### config.mk
export PLATFORM = sky130hd
export DESIGN_NAME = multicycle_control
export DESIGN_NICKNAME = d
export VERILOG_FILES = /design/src/rtl/multicycle_control.sv
export SDC_FILE = /design/constraint.sdc
export NUM_CORES = 1
export LEC_CHECK = 0
export ABC_CLOCK_PERIOD_IN_PS = 4210
export CAP_MARGIN = 20
export CORE_MARGIN = 2
export CORE_UTILIZATION = 53
export DETAILED_ROUTE_END_ITERATION = 10
export GPL_TIMING_DRIVEN = 0
export PLACE_DENSITY = 0.86
export SKIP_CTS_REPAIR_TIMING = 1
export SYNTH_ARGS = -nofsm -noshare
export SYNTH_HDL_FRONTEND = slang
export SYNTH_SLANG_ARGS = --single-unit
### constraint.sdc
create_clock -name clk -period 4.21 [get_ports clk]
set_input_delay 0.6315 -clock clk [delete_from_list [all_inputs] [get_ports clk]]
set_output_delay 0.6315 -clock clk [all_outputs]
set_load 0.05 [all_outputs]
### src/rtl/multicycle_control.sv
// Main control FSM for the multicycle RV32 datapath (LW, SW, R-type, BEQ).
// Moore outputs per state; ir_write/pc_write also qualified by mem_ready/zero.
module multicycle_control (
   input  logic        clk,
   input  logic        rst,
   input  logic [6:0]  opcode,
   input  logic        zero,
   input  logic        mem_ready,
   output logic        pc_write,
   output logic        ir_write,
   output logic        mem_read,
   output logic        mem_write,
   output logic        i_or_d,
   output logic        reg_write,
   output logic [1:0]  alu_src_a,
   output logic [1:0]  alu_src_b,
   output logic [1:0]  alu_op,
   output logic [1:0]  result_src,
   output logic        illegal,
   output logic [3:0]  state,
   output logic [31:0] instret
);

   localparam logic [6:0] OP_LW  = 7'b0000011;
   localparam logic [6:0] OP_SW  = 7'b0100011;
   localparam logic [6:0] OP_R   = 7'b0110011;
   localparam logic [6:0] OP_BEQ = 7'b1100011;

   typedef enum logic [3:0] {
      S_FETCH     = 4'd0,
      S_DECODE    = 4'd1,
      S_MEM_ADDR  = 4'd2,
      S_MEM_READ  = 4'd3,
      S_MEM_WB    = 4'd4,
      S_MEM_WRITE = 4'd5,
      S_EXEC_R    = 4'd6,
      S_ALU_WB    = 4'd7,
      S_BRANCH    = 4'd8,
      S_TRAP      = 4'd15
   } state_t;

   state_t cur, nxt;
   logic   retire;

   always_ff @(posedge clk) begin
      if (rst) begin
         cur     <= S_FETCH;
         instret <= '0;
      end else begin
         cur <= nxt;
         if (retire)
            instret <= instret + 32'd1;
      end
   end

   always_comb begin
      nxt        = cur;
      retire     = 1'b0;
      pc_write   = 1'b0;
      ir_write   = 1'b0;
      mem_read   = 1'b0;
      mem_write  = 1'b0;
      i_or_d     = 1'b0;
      reg_write  = 1'b0;
      alu_src_a  = 2'b00;
      alu_src_b  = 2'b00;
      alu_op     = 2'b00;
      result_src = 2'b00;
      illegal    = 1'b0;
      state      = cur;

      case (cur)
         S_FETCH: begin
            mem_read   = 1'b1;
            alu_src_b  = 2'b10;
            result_src = 2'b10;
            if (mem_ready) begin
               ir_write = 1'b1;
               pc_write = 1'b1;
               nxt      = S_DECODE;
            end
         end
         S_DECODE: begin
            alu_src_a = 2'b01;
            alu_src_b = 2'b01;
            case (opcode)
               OP_LW, OP_SW: nxt = S_MEM_ADDR;
               OP_R:         nxt = S_EXEC_R;
               OP_BEQ:       nxt = S_BRANCH;
               default:      nxt = S_TRAP;
            endcase
         end
         S_MEM_ADDR: begin
            alu_src_a = 2'b10;
            alu_src_b = 2'b01;
            case (opcode)
               OP_LW:   nxt = S_MEM_READ;
               OP_SW:   nxt = S_MEM_WRITE;
               default: nxt = S_TRAP;
            endcase
         end
         S_MEM_READ: begin
            mem_read = 1'b1;
            i_or_d   = 1'b1;
            if (mem_ready)
               nxt = S_MEM_WB;
         end
         S_MEM_WB: begin
            reg_write  = 1'b1;
            result_src = 2'b01;
            retire     = 1'b1;
            nxt        = S_FETCH;
         end
         S_MEM_WRITE: begin
            mem_write = 1'b1;
            i_or_d    = 1'b1;
            if (mem_ready) begin
               retire = 1'b1;
               nxt    = S_FETCH;
            end
         end
         S_EXEC_R: begin
            alu_src_a = 2'b10;
            alu_op    = 2'b10;
            nxt       = S_ALU_WB;
         end
         S_ALU_WB: begin
            reg_write = 1'b1;
            retire    = 1'b1;
            nxt       = S_FETCH;
         end
         S_BRANCH: begin
            alu_src_a = 2'b10;
            alu_op    = 2'b01;
            pc_write  = zero;
            retire    = 1'b1;
            nxt       = S_FETCH;
         end
         S_TRAP: begin
            illegal = 1'b1;
            nxt     = S_TRAP;
         end
         default: nxt = S_TRAP;
      endcase

      // Reset overrides every write/request enable so an aborted instruction leaves no trace.
      if (rst) begin
         pc_write  = 1'b0;
         ir_write  = 1'b0;
         mem_read  = 1'b0;
         mem_write = 1'b0;
         reg_write = 1'b0;
         retire    = 1'b0;
      end
   end

endmodule
==> flow_summary.json <==
{
  "synthFlopType": "dfxtp_1",
  "critical_path_required_ns": 3.58,
  "vias_per_cell": 6.09,
  "max_slew_margin_pct": 53.4,
  "clk_pin_slew_ns": 0.07,
  "start_util_pct": 54.8,
  "grt_max_degree": 12,
  "drv_cap": 0,
  "clock-sinks": 36,
  "rr_worst_depth": 6,
  "cts-buffers-inserted": 5,
  "synth_edf_count": 0,
  "worst-path-max-fanout": 10,
  "synth.area.top_cells": "dfxtp_1 (30%), nor2_1 (4.6%), nor4_4 (4.5%)",
  "yosysTopAreaCell": "dfxtp_1",
  "setup_viol_count_final": 0,
  "p_leak_nw": 1.09,
  "clk_latency_ns": 0.29,
  "die_y_um": 70.9,
  "rsz0062_at_grt": "false",
  "synth_common_cells": "dfxtp_1 (36), nor2_1 (29), a21oi_1 (20), nand2_1 (18), nor2b_1 (14)",
  "synthArstFlopShare_pct": 0,
  "yosysUniqueCellTypes": 52,
  "yosys.area.top_type_share_pct": 30.4,
  "drt_iter0_drc": 126,
  "num_vias": 2472,
  "syn2layout_area_growth_pct": 32.6,
  "drive_gt1_share_pct": 11.0,
  "root_buffer": "clkbuf_8",
  "max_stage_delay_ns": 0.73,
  "fin_tns_setup_ns": 0,
  "wl_per_cell_um": 15.4,
  "power.density_nw_per_um2": 575,
  "tritoncts": "done",
  "arrival_ns": 3.36,
  "finalWirelength_um": 6240,
  "tightest_slew_ns": 0.681,
  "antennaDiodeCount": 0,
  "core_area_sq_um": 4320,
  "crit_end": "mem_read",
  "drc": 0,
  "grtUsageTotal_pct": 25.0,
  "io_pins": 62,
  "critical_path_class": "in -> out",
  "die_w_um": 70.9,
  "grt_pass1_wl_um": 10300,
  "place.gp.congestion": 0.885,
  "crit_buf_inv": 5,
  "grt_pass1_vias": 2253,
  "crit_chain": "clkdlybuf4s50_1 -> clkbuf_1 -> buf_1 -> buf_1 -> nor2_1 -> clkdlybuf4s50_1",
  "dr.pass1.iters": 5,
  "ant_nets": 0,
  "synth_most_common_cell": "dfxtp_1",
  "ir_drop_v": 0.000515,
  "io_buffers": 60,
  "finalMaxSlewViolations": 0,
  "overflow": 0,
  "crit_start": "rst",
  "timing.final.crit_share_pct": 94.9,
  "outcome": "finished, final reports clean",
  "cp.depth": 6,
  "final_hold_viol_count": 0,
  "synth_cells": 286,
  "crit_path_end_kind": "output pin",
  "period_needed_ns": 3.99,
  "syn_avg_cell_area_sq_um": 8.29,
  "nets": 365,
  "antenna_found_initial": 0,
  "clockBufferDepth": 2,
  "reg2reg_from": "instret[2]",
  "yosysWarnings": 0,
  "hold_path_class": "reg -> reg",
  "regToRegEndpoint": "instret[13]",
  "fin_hold_ws_ns": 0.500,
  "cts_max_level": 2,
  "post-dp-hpwl_um": 4500,
  "cp-start-kind": "input pin",
  "skew_ns": 0.00333,
  "critPathTopFamily": "buffers and inverters",
  "ys_seq_elements": 36,
  "synth_nets": 298,
  "timing.fmax_mhz": 250,
  "crit_slowest_cell": "clkdlybuf4s50_1",
  "ff2ff_setup_slack_ns": 1.95,
  "num_rows": 24,
  "ys_seq_area_share_pct": 30.4,
  "dieArea_sq_um": 5020,
  "syn_area_sq_um": 2370
}
==> where the power goes <==
group          total [W]  internal [W]  switching (W)
registers       0.000392      0.000367      0.0000249
clock network   0.000303      0.000176       0.000127
logic            0.00111      0.000362       0.000750
total            0.00181      0.000905       0.000902
==> flip-flops by register name, summed over array words and instances, names as in the netlist <==
signal / count
instret: 32
state: 4
==> worst min-delay path, delay by kind of cell (launching register included) <==
kind | cells | cell delay [ns]
flops | 1 | 0.33
compound gates | 2 | 0.13
==> kinds of logic after synthesis <==
| group | Yosys count | synth area share, % |
|---|---|---|
| buf+inv | 36 | 7.02 |
| simple gates | 139 | 38.4 |
| fa+ha+maj | 2 | 0.950 |
| xor+xnor | 4 | 1.48 |
| flops | 36 | 30.4 |
| compound gates | 51 | 13.4 |
| mux | 18 | 8.39 |
==> placed cells by master, fill, tap and decap left out, types with 3 or more instances in the layout <==
| cell | Yosys | layout |
|---|---|---|
| nor2b_1 | 14 | 14 |
| or4_1 | 13 | 13 |
| nor4_4 | 5 | 5 |
| inv_1 | 10 | 10 |
| or2_2 | 3 | 3 |
| nand3_1 | 10 | 10 |
| mux2_2 | 7 | 7 |
| clkdlybuf4s50_1 | 0 | 60 |
| nand4_1 | 4 | 4 |
| mux2_1 | 8 | 8 |
| o21ai_0 | 10 | 10 |
| dfxtp_1 | 36 | 36 |
| a21oi_1 | 20 | 20 |
| mux2i_1 | 3 | 3 |
| clkbuf_8 | 0 | 5 |
| or3_1 | 8 | 8 |
| clkbuf_1 | 7 | 8 |
| nor4_1 | 4 | 4 |
| o31ai_1 | 12 | 12 |
| buf_4 | 3 | 3 |
| nor4_2 | 4 | 4 |
| nor4b_1 | 4 | 4 |
| nor3_1 | 6 | 6 |
| buf_1 | 10 | 10 |
| buf_2 | 4 | 4 |
| nor2_1 | 29 | 29 |
| nand2_1 | 18 | 18 |
==> metal layers <==
| layer | track usage, % | vias up | share of wire [%] |
|---|---|---|---|
| met5 | 0 | - | 0 |
| met4 | 8.60 | 0 | 2.0 |
| met3 | 4.56 | 13 | 5.3 |
| met2 | 41.4 | 90 | 50 |
| met1 | 32.8 | 1175 | 43 |
| li1 | - | 1194 | - |
==> final cells by class <==
class / count / area (sq um)
Fill cell: 349 / 1180
Sequential cell: 36 / 721
Timing Repair Buffer: 60 / 601
Clock inverter: 2 / 35.0
Multi-Input combinational cell: 214 / 1480
Tap cell: 52 / 65.1
Clock buffer: 6 / 72.6
Inverter: 10 / 37.5
Buffer: 26 / 129
==> worst min-delay path by stage <==
stage,endpoint,cells past startpoint,startpoint
finish,instret[6],2,instret[6]
global route,instret[6],2,instret[6]
CTS,instret[6],2,instret[6]
detailed placement,instret[6],2,instret[6]
global placement,instret[6],2,instret[6]
floorplan,instret[16],2,instret[16]
==> through the flow <==
step,util [%],area (sq um),total power [W],setup slack [ns],instances
finish,72.7,3140,0.00181,0.216,406
floorplan,-,2370,0.00120,0.622,286
global route,72.7,3140,0.00189,0.108,406
detailed placement,70.2,3040,0.00150,0.240,398
global placement,70.2,3040,0.00149,0.259,398
CTS,72.7,3140,0.00180,0.252,406
Note: power is estimated with default switching activity, not from simulation.
